### config.mk
export PLATFORM = sky130hd
export DESIGN_NAME = icap_stream_writer_flat
export DESIGN_NICKNAME = d
export VERILOG_FILES = /design/src/rtl/icap_stream_writer_if.sv /design/src/rtl/icap_stream_writer.sv /design/src/flat_wrapper.sv
export SDC_FILE = /design/constraint.sdc
export NUM_CORES = 1
export LEC_CHECK = 0
export CAP_MARGIN = 5
export CORE_MARGIN = 3
export CORE_UTILIZATION = 55
export CTS_BUF_LIST = sky130_fd_sc_hd__clkbuf_8
export CTS_CLUSTER_SIZE = 24
export DETAILED_ROUTE_END_ITERATION = 8
export DONT_BUFFER_PORTS = 1
export PLACE_DENSITY_LB_ADDON = 0.2
export SYNTH_ARGS = -nofsm -noshare
export SYNTH_HDL_FRONTEND = slang
export SYNTH_SLANG_ARGS = --single-unit
### constraint.sdc
create_clock -name icape2_clk -period 6.72 [get_ports icape2_clk]
set_input_delay 1.68 -clock icape2_clk [delete_from_list [all_inputs] [get_ports icape2_clk]]
set_output_delay 1.68 -clock icape2_clk [all_outputs]
set_load 0.01 [all_outputs]
### src/rtl/icap_stream_writer_if.sv
// icap_stream_writer_if
//   Groups the FIFO read port and the ICAPE2 write port used by
//   icap_stream_writer.
//   master : the stream writer (issues fifo_rd_en, drives the ICAPE2 pins)
//   slave  : the FIFO / ICAPE2 side (supplies fifo_dout/empty/valid)
//   fifo_dout[31:0], fifo_empty, fifo_valid : FIFO read data and status
//   fifo_rd_en                              : FIFO read request
//   icape2_data_out[31:0], icape2_csib, icape2_rdwrb : ICAPE2 I, CSIB, RDWRB
interface icap_stream_writer_if;
   logic [31:0] fifo_dout;
   logic        fifo_empty;
   logic        fifo_valid;
   logic        fifo_rd_en;
   logic [31:0] icape2_data_out;
   logic        icape2_csib;
   logic        icape2_rdwrb;

   modport master (
      input  fifo_dout, fifo_empty, fifo_valid,
      output fifo_rd_en, icape2_data_out, icape2_csib, icape2_rdwrb
   );

   modport slave (
      output fifo_dout, fifo_empty, fifo_valid,
      input  fifo_rd_en, icape2_data_out, icape2_csib, icape2_rdwrb
   );
endinterface

### src/rtl/icap_stream_writer.sv
// icap_stream_writer
//   Pops 32-bit configuration words from a standard (non-FWFT) FIFO and
//   writes them to ICAPE2, with optional per-byte bit reversal and a periodic
//   forced read gap. Tracks word count, SYNC and DESYNC, and reports status.
//   icape2_clk, icape2_aresetn : clock, asynchronous active-low reset
//   start, bs_words            : start pulse and stream length in words
//   bus (master)               : FIFO read port and ICAPE2 write port
//   busy, done, error_code     : status (00 ok, 01 timeout, 10 no SYNC,
//                                11 no DESYNC)
//   word_count, sync_seen, desync_seen : stream progress
module icap_stream_writer #(
   parameter int BS_WORDS_BITS  = 22,
   parameter int CSIB_PERIOD    = 6,
   parameter bit BIT_SWAP       = 1'b1,
   parameter int TIMEOUT_CYCLES = 4096
) (
   input  logic                     icape2_clk,
   input  logic                     icape2_aresetn,
   input  logic                     start,
   input  logic [BS_WORDS_BITS-1:0] bs_words,
   icap_stream_writer_if.master     bus,
   output logic                     busy,
   output logic                     done,
   output logic [1:0]               error_code,
   output logic [BS_WORDS_BITS-1:0] word_count,
   output logic                     sync_seen,
   output logic                     desync_seen
);

   typedef enum logic [1:0] {ST_IDLE, ST_STREAM, ST_DONE} state_t;

   localparam int PH_W = (CSIB_PERIOD > 1) ? $clog2(CSIB_PERIOD) : 1;
   localparam int ST_W = $clog2(TIMEOUT_CYCLES + 1);

   localparam logic [31:0] SYNC_WORD  = 32'hAA99_5566;
   localparam logic [31:0] DESYNC_CMD = 32'h3000_8001;
   localparam logic [31:0] DESYNC_ARG = 32'h0000_000D;

   state_t                   state_q, state_d;
   logic [BS_WORDS_BITS-1:0] bs_words_q, bs_words_d;
   logic [BS_WORDS_BITS-1:0] issued_q, issued_d;
   logic [BS_WORDS_BITS-1:0] word_count_q, word_count_d;
   logic [PH_W-1:0]          phase_q, phase_d;
   logic [ST_W-1:0]          starve_q, starve_d;
   logic                     sync_q, sync_d;
   logic                     desync_pend_q, desync_pend_d;
   logic                     desync_q, desync_d;
   logic [1:0]               err_q, err_d;
   logic [31:0]              data_q, data_d;
   logic                     csib_q, csib_d;

   logic gap;
   logic below_len;
   logic rd_en;

   function automatic logic [31:0] swap_bits(input logic [31:0] w);
      logic [31:0] r;
      for (int k = 0; k < 4; k++) begin
         for (int i = 0; i < 8; i++) begin
            r[8*k+i] = w[8*k+7-i];
         end
      end
      return r;
   endfunction

   // The gap slot is the last phase of each CSIB_PERIOD window.
   assign gap       = (CSIB_PERIOD != 0) && (phase_q == PH_W'(CSIB_PERIOD - 1));
   assign below_len = issued_q < bs_words_q;
   assign rd_en     = (state_q == ST_STREAM) && !bus.fifo_empty && below_len && !gap;

   always_comb begin
      // NOTE: every next-state signal gets a default first so no path through
      // the case statement leaves one unassigned and infers a latch.
      state_d       = state_q;
      bs_words_d    = bs_words_q;
      issued_d      = issued_q;
      word_count_d  = word_count_q;
      starve_d      = starve_q;
      sync_d        = sync_q;
      desync_pend_d = desync_pend_q;
      desync_d      = desync_q;
      err_d         = err_q;
      data_d        = data_q;
      csib_d        = 1'b1;
      if (CSIB_PERIOD == 0 || phase_q == PH_W'(CSIB_PERIOD - 1)) phase_d = '0;
      else                                                        phase_d = phase_q + PH_W'(1);

      case (state_q)
         ST_IDLE, ST_DONE: begin
            if (start) begin
               bs_words_d    = bs_words;
               issued_d      = '0;
               word_count_d  = '0;
               starve_d      = '0;
               phase_d       = '0;
               sync_d        = 1'b0;
               desync_pend_d = 1'b0;
               desync_d      = 1'b0;
               err_d         = 2'b00;
               if (bs_words == '0) begin
                  state_d = ST_DONE;
                  err_d   = 2'b10;
               end else begin
                  state_d = ST_STREAM;
               end
            end
         end
         ST_STREAM: begin
            if (rd_en) issued_d = issued_q + BS_WORDS_BITS'(1);
            if (bus.fifo_valid) begin
               data_d        = BIT_SWAP ? swap_bits(bus.fifo_dout) : bus.fifo_dout;
               csib_d        = 1'b0;
               word_count_d  = word_count_q + BS_WORDS_BITS'(1);
               starve_d      = '0;
               // Detection looks at the raw FIFO word, before any bit swap.
               if (bus.fifo_dout == SYNC_WORD) sync_d = 1'b1;
               if (desync_pend_q && sync_q && bus.fifo_dout == DESYNC_ARG) desync_d = 1'b1;
               desync_pend_d = (bus.fifo_dout == DESYNC_CMD);
            end else if (below_len) begin
               if (starve_q == ST_W'(TIMEOUT_CYCLES - 1)) begin
                  state_d = ST_DONE;
                  err_d   = 2'b01;
               end else begin
                  starve_d = starve_q + ST_W'(1);
               end
            end
            // The last word is already on the ICAP pins this cycle.
            if (word_count_q == bs_words_q) begin
               state_d = ST_DONE;
               if (!sync_q)        err_d = 2'b10;
               else if (!desync_q) err_d = 2'b11;
               else                err_d = 2'b00;
            end
         end
         default: state_d = ST_IDLE;
      endcase
   end

   always_ff @(posedge icape2_clk or negedge icape2_aresetn) begin
      if (!icape2_aresetn) begin
         state_q       <= ST_IDLE;
         bs_words_q    <= '0;
         issued_q      <= '0;
         word_count_q  <= '0;
         phase_q       <= '0;
         starve_q      <= '0;
         sync_q        <= 1'b0;
         desync_pend_q <= 1'b0;
         desync_q      <= 1'b0;
         err_q         <= 2'b00;
         data_q        <= '0;
         csib_q        <= 1'b1;
      end else begin
         // NOTE: non-blocking assignments so every register samples the
         // values from before this edge, independent of statement order.
         state_q       <= state_d;
         bs_words_q    <= bs_words_d;
         issued_q      <= issued_d;
         word_count_q  <= word_count_d;
         phase_q       <= phase_d;
         starve_q      <= starve_d;
         sync_q        <= sync_d;
         desync_pend_q <= desync_pend_d;
         desync_q      <= desync_d;
         err_q         <= err_d;
         data_q        <= data_d;
         csib_q        <= csib_d;
      end
   end

   assign bus.fifo_rd_en      = rd_en;
   assign bus.icape2_data_out = data_q;
   assign bus.icape2_csib     = csib_q;
   assign bus.icape2_rdwrb    = 1'b0;
   assign busy                = (state_q == ST_STREAM);
   assign done                = (state_q == ST_DONE);
   assign error_code          = err_q;
   assign word_count          = word_count_q;
   assign sync_seen           = sync_q;
   assign desync_seen         = desync_q;

endmodule

### src/flat_wrapper.sv
// flat-port wrapper written by rule: the top's interface ports become plain ports
module icap_stream_writer_flat 
#(
   parameter int BS_WORDS_BITS  = 22,
   parameter int CSIB_PERIOD    = 6,
   parameter bit BIT_SWAP       = 1'b1,
   parameter int TIMEOUT_CYCLES = 4096
)
  (icape2_clk, icape2_aresetn, start, bs_words, busy, done, error_code, word_count, sync_seen, desync_seen, bus_fifo_dout, bus_fifo_empty, bus_fifo_valid, bus_fifo_rd_en, bus_icape2_data_out, bus_icape2_csib, bus_icape2_rdwrb);
  icap_stream_writer_if bus_i ();
  input  logic icape2_clk;
  input  logic icape2_aresetn;
  input  logic start;
  input  logic [BS_WORDS_BITS-1:0] bs_words;
  output logic busy;
  output logic done;
  output logic [1:0] error_code;
  output logic [BS_WORDS_BITS-1:0] word_count;
  output logic sync_seen;
  output logic desync_seen;
  input wire logic [$bits(bus_i.fifo_dout)-1:0] bus_fifo_dout;
  input wire logic [$bits(bus_i.fifo_empty)-1:0] bus_fifo_empty;
  input wire logic [$bits(bus_i.fifo_valid)-1:0] bus_fifo_valid;
  output wire logic [$bits(bus_i.fifo_rd_en)-1:0] bus_fifo_rd_en;
  output wire logic [$bits(bus_i.icape2_data_out)-1:0] bus_icape2_data_out;
  output wire logic [$bits(bus_i.icape2_csib)-1:0] bus_icape2_csib;
  output wire logic [$bits(bus_i.icape2_rdwrb)-1:0] bus_icape2_rdwrb;
  assign bus_i.fifo_dout = bus_fifo_dout;
  assign bus_i.fifo_empty = bus_fifo_empty;
  assign bus_i.fifo_valid = bus_fifo_valid;
  assign bus_fifo_rd_en = bus_i.fifo_rd_en;
  assign bus_icape2_data_out = bus_i.icape2_data_out;
  assign bus_icape2_csib = bus_i.icape2_csib;
  assign bus_icape2_rdwrb = bus_i.icape2_rdwrb;
  icap_stream_writer #(.BS_WORDS_BITS(BS_WORDS_BITS), .CSIB_PERIOD(CSIB_PERIOD), .BIT_SWAP(BIT_SWAP), .TIMEOUT_CYCLES(TIMEOUT_CYCLES)) u_core (.icape2_clk(icape2_clk), .icape2_aresetn(icape2_aresetn), .start(start), .bs_words(bs_words), .bus(bus_i), .busy(busy), .done(done), .error_code(error_code), .word_count(word_count), .sync_seen(sync_seen), .desync_seen(desync_seen));
endmodule
==> impl_summary.log, run 1 <==
INFO  metric power_density_cells = 304 nW/um2
INFO  metric drt_drc_violations_left = 0
INFO  metric via_per_inst = 5.90
INFO  metric postSynthAreaPerCell = 8.93 um2
INFO  metric cts-root-buf = sky130_fd_sc_hd__clkbuf_8
INFO  metric power_switching_share = 32.6%
INFO  metric design.final.nets = 782
INFO  metric clkTransAtPathRegs = 0.07 ns
INFO  metric timing_worst_slew_pin_value = 0.830 ns
INFO  metric max_cap_viol_count = 0
INFO  metric synth_edf_count = 0
INFO  metric layout_min_cycle_time = 4.59 ns
INFO  metric tritoncts.num_buffers = 17
INFO  metric most_frequent_cells_in_the_layout = 168 x sky130_fd_sc_hd__nand2_1, 121 x sky130_fd_sc_hd__dfrtp_1, 48 x sky130_fd_sc_hd__nor2_1
INFO  metric worstPathBufferInverterCount = 1
INFO  metric floorplan.die.width = 113 um
INFO  metric netlist_instances = 708
INFO  metric cp-end-kind = output pin
INFO  metric r2r_setup_slack = 3.30 ns
INFO  metric synth.lib_cells_used.distinct = 54
INFO  metric power_frac_comb = 19.1%
INFO  metric leakage = 0.00310 uW
INFO  metric synth.yosys.seq_area_share = 48.3%
INFO  metric initial_antenna_violation_count = 0
INFO  metric relSlewSlack = 44.7%
INFO  metric route.final.wire_length = 15000 um
INFO  metric grt_remaining_overflow = 0
INFO  metric whs = 0.470 ns
INFO  metric power.net_switching = 671 uW
INFO  metric path_delay_family = compound AO/OA/AOI/OAI gates
INFO  metric clock_insertion_delay_worst_skew = 0.45 ns
INFO  metric critical-path-slowest-cell = sky130_fd_sc_hd__a311o_1
INFO  metric synth-warning-count = 0
INFO  metric finalCritPeriodShare = 68.4%
INFO  metric mappedNetlistNets = 791
INFO  metric synth_top_flop_cell = sky130_fd_sc_hd__dfrtp_1
INFO  metric rsz0062_at_grt = false
INFO  metric final_layout_size_suffix_gt1_share = 5.49%
INFO  metric power.sequential.fraction = 48.5%
INFO  metric final_hold_viol_count = 0
INFO  metric crit_chain = a311o_1 > or2_1 > inv_1
INFO  metric placement.cell_area = 6380 um2
INFO  metric cts_max_level = 4
INFO  metric place_hpwl = 10800 um
INFO  metric leading_cell_type_in_the_layout_fill_and_taps_excluded = sky130_fd_sc_hd__nand2_1
INFO  metric post_synth_instance_area = 6320 um2
INFO  metric clockPowerShare = 32.4%
INFO  metric fmax = 0.218 GHz
INFO  metric synth_async_sr_flop_share = 100%
INFO  metric start_util = 57.3%
INFO  metric ir_drop = 237 uV
INFO  metric floorplan.die_area = 12800 um2
INFO  metric critical_path.max_stage_delay = 0.50 ns
INFO  metric core_area = 11000 um2
INFO  metric p_int = 1390 uW
INFO  metric run_status = finished, final reports clean
INFO  metric hold_path.class = reg -> reg
INFO  metric post_cts.resized_instances = 0
INFO  metric detailedRoute.firstPassIterationCount = 5
INFO  metric worst-setup-path-type = in -> out
INFO  metric fin_area = 6770 um2
INFO  metric antenna_violating_nets_post_route = 0
INFO  metric synthToLayoutAreaGrowth = 7.17%
INFO  metric gp_congestion = 0.830
INFO  metric grt_pass1_wl = 24900 um
INFO  metric cts_tree = built
INFO  metric pin_count = 122
INFO  metric insertedDiodeCount = 0
INFO  metric port-buffer-count = 0
INFO  metric ctsHoldBuffers = 0
INFO  metric maxSlewViolCount = 0
INFO  metric globalRouteTotalUtil = 24.7%
INFO  metric average_wire_length_per_cell_after_detail_routing = 17.6 um
INFO  metric grt_max_degree = 123
INFO  metric timing.critical_path.arrival = 2.91 ns
INFO  metric detailedPlace.worstSlack = 2.13 ns
INFO  metric cts-root-to-sink-buffers = 2
INFO  metric synth_seq_cells = 122
INFO  metric cts_num_sinks = 122
INFO  metric floorplan.die.height = 113 um
INFO  metric critical_path_required = 5.04 ns
INFO  metric cts_post_setup_buffers_inserted = 0
INFO  metric fin_setup_tns = 0 ns
INFO  metric timing.final.setup_violations = 0
INFO  metric path_max_fanout = 13
INFO  metric final.setup.worst_slack = 2.13 ns
INFO  metric first_global_vias = 4917
INFO  metric crit_path_start_kind = input port
INFO  metric floorplan.rows = 38
INFO  metric detailroute.via_count = 5012
INFO  metric drt-initial-drc-count = 347
INFO  metric finClkSkew = 0.0115 ns
[area by class of cell]
type                            count  area, um2
Multi-Input combinational cell    526       3020
Inverter                           30        116
Fill cell                         962       4260
Sequential cell                   122       3050
Timing Repair Buffer                2       15.0
Clock inverter                     11        131
Tap cell                          140        175
Clock buffer                       19        262
[cells by family (layout without fill, tap and decap cells)]
| family | after synthesis | after routing | share of synthesized area (%) |
|---|---|---|---|
| AND/OR/NAND/NOR | 349 | 349 | 26.3 |
| flip-flops | 122 | 122 | 48.3 |
| AO/OA/AOI/OAI | 97 | 97 | 8.91 |
| buffers and inverters | 60 | 62 | 4.02 |
| XOR/XNOR | 52 | 52 | 7.21 |
| adder cells (fa/ha/maj) | 24 | 24 | 4.75 |
| multiplexers | 3 | 3 | 0.475 |
| other | 1 | 1 | 0.0593 |
[per-layer routing]
layer	global-route usage [%]	routed length, um
met1	32.5	6570
met5	0	0
met2	38.0	7180
met3	6.26	781
met4	12.5	449
[through the flow]
step / utilization (%) / power, uW / cells
3_5_place_dp: 57.8 / 1400 / 820
2_1_floorplan: - / 1300 / 708
3_3_place_gp: 57.8 / 1380 / 820
5_1_grt: 61.4 / 2180 / 850
6_report: 61.4 / 2060 / 850
4_1_cts: 61.4 / 2070 / 850
[final timing paths]
| path | start | end | cells past startpoint |
|---|---|---|---|
| max in group asynchronous | icape2_aresetn | u_core.bus.icape2_csib$_DFF_PN1_ | 0 |
| max | bus_fifo_empty | bus_fifo_rd_en | 3 |
| max reg2reg | u_core.state_q[1]$_DFFE_PN0P_ | u_core.word_count[20]$_DFFE_PN0P_ | 11 |
| min in group asynchronous | icape2_aresetn | u_core.starve_q[6]$_DFFE_PN0P_ | 0 |
| min | u_core.phase_q[0]$_DFF_PN0_ | u_core.phase_q[0]$_DFF_PN0_ | 1 |
| min reg2reg | u_core.phase_q[0]$_DFF_PN0_ | u_core.phase_q[0]$_DFF_PN0_ | 1 |
[Yosys cell counts (11+ instances only)]
library cell	number	area [um2]
sky130_fd_sc_hd__nand2_1	168	631
sky130_fd_sc_hd__nor3_1	13	65.1
sky130_fd_sc_hd__xnor2_1	33	289
sky130_fd_sc_hd__o21ai_0	43	215
sky130_fd_sc_hd__nand3_1	23	115
sky130_fd_sc_hd__nor2_1	48	180
sky130_fd_sc_hd__nand4_1	23	144
sky130_fd_sc_hd__or3_1	13	81.3
sky130_fd_sc_hd__and3_1	11	68.8
sky130_fd_sc_hd__clkbuf_1	22	82.6
sky130_fd_sc_hd__xor2_1	19	166
sky130_fd_sc_hd__dfrtp_1	121	3030
sky130_fd_sc_hd__nor4_1	24	150
sky130_fd_sc_hd__inv_1	28	105
sky130_fd_sc_hd__ha_1	24	300
sky130_fd_sc_hd__a21oi_1	32	160
[worst register-to-register path, delay by kind of cell, from the launching register on]
family | cells | cell delay, ns
xor+xnor | 1 | 0.17
simple gates | 7 | 1.80
flops | 1 | 0.39
buf+inv | 3 | 0.93
[sequential cells by signal, indices dropped and copies added (netlist names)]
register                    flops
u_core.bs_words_q              22
u_core.bus.icape2_csib          1
u_core.bus.icape2_data_out     32
u_core.desync_pend_q            1
u_core.desync_seen              1
u_core.error_code               2
u_core.issued_q                22
u_core.phase_q                  3
u_core.starve_q                13
u_core.state_q                  2
u_core.sync_seen                1
u_core.word_count              22
[power groups by stage]
stage | Combinational (uW) | Sequential [uW] | Clock, uW
floorplan | 327 | 969 | 0
CTS | 396 | 998 | 672
detailed placement | 395 | 1010 | 0
global route | 458 | 1020 | 709
global placement | 372 | 1010 | 0
finish | 393 | 999 | 666
Power figures use the tool's default switching activity.
==> inputs of run 2 (changes only) <==
--- a/config.mk
+++ b/config.mk
@@ -5,6 +5,7 @@
 export SDC_FILE = /design/constraint.sdc
 export NUM_CORES = 1
 export LEC_CHECK = 0
+export ABC_AREA = 1
 export CAP_MARGIN = 5
 export CORE_MARGIN = 3
 export CORE_UTILIZATION = 55
==> constraint.sdc (replaced) <==
create_clock -name icape2_clk -period 3.9 [get_ports icape2_clk]
set_input_delay 0.975 -clock icape2_clk [delete_from_list [all_inputs] [get_ports icape2_clk]]
set_output_delay 0.975 -clock icape2_clk [all_outputs]
set_load 0.01 [all_outputs]
==> impl_summary.log, run 2 <==
INFO  metric p_int = 2540 uW
INFO  metric cts_num_sinks = 122
INFO  metric detailedRoute.firstPassIterationCount = 6
INFO  metric globalRouteTotalUtil = 26.2%
INFO  metric timing.critical_path.arrival = 2.20 ns
INFO  metric finClkSkew = 0.0108 ns
INFO  metric core_area = 12900 um2
INFO  metric ctsHoldBuffers = 0
INFO  metric pin_count = 122
INFO  metric run_status = finished, final reports clean
INFO  metric power_density_cells = 567 nW/um2
INFO  metric groute.layer.met3.usage = 7.34%
INFO  metric power.net_switching = 1900 uW
INFO  metric most_frequent_cells_in_the_layout = 288 x sky130_fd_sc_hd__nand2_1, 136 x sky130_fd_sc_hd__inv_1, 121 x sky130_fd_sc_hd__dfrtp_1
INFO  metric place_hpwl = 13600 um
INFO  metric synth.largest_area_cell = sky130_fd_sc_hd__dfrtp_1
INFO  metric synth_seq_cells = 122
INFO  metric final_layout_size_suffix_gt1_share = 5.92%
INFO  metric clkTransAtPathRegs = 0.08 ns
INFO  metric port-buffer-count = 0
INFO  metric worst-setup-path-type = reg -> out
INFO  metric hold_path.class = in -> async
INFO  metric path_max_fanout = 17
INFO  metric post_synth_instance_area = 7390 um2
INFO  metric critical_path_required = 2.92 ns
INFO  metric synth_top_cells_by_area = sky130_fd_sc_hd__dfrtp_1 41%, sky130_fd_sc_hd__nand2_1 15%, sky130_fd_sc_hd__inv_1 6.9%
INFO  metric netlist_instances = 1011
INFO  metric critical-path-slowest-cell = sky130_fd_sc_hd__dfrtp_1
INFO  metric fin_area = 7840 um2
INFO  metric cts_max_level = 4
INFO  metric timing_worst_slew_pin_value = 0.558 ns
INFO  metric timing.final.setup_violations = 0
INFO  metric synthToLayoutAreaGrowth = 6.11%
INFO  metric antenna_violating_nets_post_route = 0
INFO  metric postSynthAreaPerCell = 7.31 um2
INFO  metric insertedDiodeCount = 0
INFO  metric placement.cell_area = 7470 um2
INFO  metric synth.yosys.seq_area_share = 41.3%
INFO  metric r2r_setup_slack = 1.44 ns
INFO  metric maxSlewViolCount = 0
INFO  metric clockPowerShare = 24.3%
INFO  metric leakage = 0.00389 uW
INFO  metric area_taken_by_flip_flops_and_latches = 3050 um2
INFO  metric fin_util = 60.9%
INFO  metric start_util = 57.4%
INFO  metric crit_path_start_kind = flip-flop
INFO  metric num-fill-cells = 1234
INFO  metric power_switching_share = 42.9%
INFO  metric multi_input_comb_area = 3650 um2
INFO  metric final_hold_viol_count = 0
INFO  metric power.sequential.fraction = 44.9%
INFO  metric cp-startpoint = u_core.issued_q[17]$_DFFE_PN0P_
INFO  metric leading_cell_type_in_the_layout_fill_and_taps_excluded = sky130_fd_sc_hd__nand2_1
INFO  metric fmax = 0.315 GHz
INFO  metric worst_setup_path_endpoint = bus_fifo_rd_en
INFO  metric floorplan.die_area = 14900 um2
INFO  metric fin_setup_tns = 0 ns
INFO  metric regToRegStartpoint = u_core.state_q[0]$_DFFE_PN0P_
INFO  metric netlist_top_cells_count = 288 x sky130_fd_sc_hd__nand2_1, 135 x sky130_fd_sc_hd__inv_1, 121 x sky130_fd_sc_hd__dfrtp_1, 91 x sky130_fd_sc_hd__nor2_1, 70 x sky130_fd_sc_hd__o21ai_0
INFO  metric rsz0062_at_grt = false
INFO  metric finalCritPeriodShare = 81.3%
INFO  metric reg2reg_to = u_core.word_count[10]$_DFFE_PN0P_
INFO  metric ir_drop = 349 uV
INFO  metric globalRouteMet1Util = 35.7%
INFO  metric cp-end-kind = output pin
INFO  metric mappedNetlistNets = 1094
INFO  metric layout_min_cycle_time = 3.17 ns
INFO  metric gp_congestion = 0.882
INFO  metric max_cap_viol_count = 0
INFO  metric drt-initial-drc-count = 589
INFO  metric area_share_of_the_largest_cell_type_after_synthesis = 41.0%
INFO  metric synth_async_sr_flop_share = 100%
INFO  metric tritoncts.num_buffers = 17
INFO  metric post_cts.resized_instances = 0
INFO  metric whs = 0.214 ns
INFO  metric clock_insertion_delay_worst_skew = 0.45 ns
INFO  metric grt_remaining_overflow = 0
INFO  metric synth_edf_count = 0
INFO  metric gr-usage-met2 = 40.0%
INFO  metric largest_reg_flops = 32
INFO  metric floorplan.rows = 41
INFO  metric grt.busiest_layer = met2
INFO  metric initial_antenna_violation_count = 0
INFO  metric power_frac_comb = 30.7%
INFO  metric relSlewSlack = 62.8%
INFO  metric synth-warning-count = 0
INFO  metric synth.lib_cells_used.distinct = 39
INFO  metric first_global_vias = 6108
INFO  metric synth.most_common_cell = sky130_fd_sc_hd__nand2_1
INFO  metric route.final.wire_length = 18800 um
INFO  metric critical_path.max_stage_delay = 0.44 ns
INFO  metric synth_top_flop_cell = sky130_fd_sc_hd__dfrtp_1
INFO  metric drt_drc_violations_left = 0
INFO  metric cts-root-buf = sky130_fd_sc_hd__clkbuf_8
INFO  metric floorplan.die.height = 122 um
INFO  metric detailroute.via_count = 6485
INFO  metric grt_max_degree = 123
INFO  metric crit_chain = ha_1 > nand2_1 > inv_1 > nand2_1 > nand2_1 > a21oi_1 > nand3_2 > inv_2 > nand2_4 > inv_1
INFO  metric cts_post_setup_buffers_inserted = 0
INFO  metric grt_pass1_wl = 30400 um
INFO  metric cts_tree = built
INFO  metric design.final.nets = 1084
INFO  metric crit_path_frequent_cell = sky130_fd_sc_hd__nand2_1
INFO  metric timing.reg2reg.worst_path_depth = 11
INFO  metric cts-root-to-sink-buffers = 2
INFO  metric average_wire_length_per_cell_after_detail_routing = 15.8 um
INFO  metric floorplan.die.width = 122 um
INFO  metric via_per_inst = 5.47
-- run 2: cell families (layout without fill, tap and decap cells) --
kind of cell,Yosys count,in the layout,share of synthesized area (%)
other,1,1,0.0508
DFF,122,122,41.3
xor gates and xnor gates,37,37,4.39
buffers and inverters,171,174,9.18
and+or+nand+nor,561,561,34.1
muxes,1,1,0.305
adders and majority gates,24,24,4.07
AOI/OAI and AO/OA,94,94,6.57
-- run 2: worst min path at each step --
stage,startpoint,endpoint,cells after the start
after CTS,icape2_aresetn,u_core.starve_q[8]$_DFFE_PN0P_,0
after global placement,u_core.phase_q[0]$_DFF_PN0_,u_core.phase_q[0]$_DFF_PN0_,1
after global routing,icape2_aresetn,u_core.word_count[9]$_DFFE_PN0P_,0
final,icape2_aresetn,u_core.issued_q[14]$_DFFE_PN0P_,0
after detailed placement,u_core.phase_q[0]$_DFF_PN0_,u_core.phase_q[0]$_DFF_PN0_,1
after floorplan,u_core.phase_q[0]$_DFF_PN0_,u_core.phase_q[0]$_DFF_PN0_,1
-- run 2: power groups by stage --
stage	clock network (uW)	logic, uW	registers (uW)
finish	1080	1370	2000
global route	1150	1570	2030
CTS	1100	1370	2000
detailed placement	0	1370	2020
global placement	0	1340	2010
floorplan	0	1130	1920
-- run 2: cell type report --
cell class                 instances  share of cell area (%)
clock buffer                      18                    3.16
sequential                       122                    39.0
inverter                         139                    6.66
multi-input combinational        718                    46.6
timing repair buffer               3                   0.287
clock inverter                    14                    1.56
tap                              172                    2.75
-- run 2: stage by stage --
step | std cells | power, uW | worst slack [ns]
finish | 1186 | 4440 | 0.730
global route | 1186 | 4750 | 0.549
CTS | 1186 | 4470 | 0.706
detailed placement | 1154 | 3380 | 1.21
global placement | 1154 | 3350 | 1.27
floorplan | 1011 | 3050 | 1.32
-- run 2: metal layers --
layer | up-vias | wire length (um)
li1 | 3236 | -
met2 | 214 | 8730
met1 | 2998 | 8320
met4 | 0 | 428
met5 | - | 0
met3 | 37 | 1300
-- run 2: worst max-delay path, delay by kind of cell (launching register included) --
family                     cells  cell delay (ns)
and+or+nand+nor                5             0.47
DFF                            1             0.44
adders and majority gates      1             0.33
buffers and inverters          3             0.28
AOI/OAI and AO/OA              1             0.21
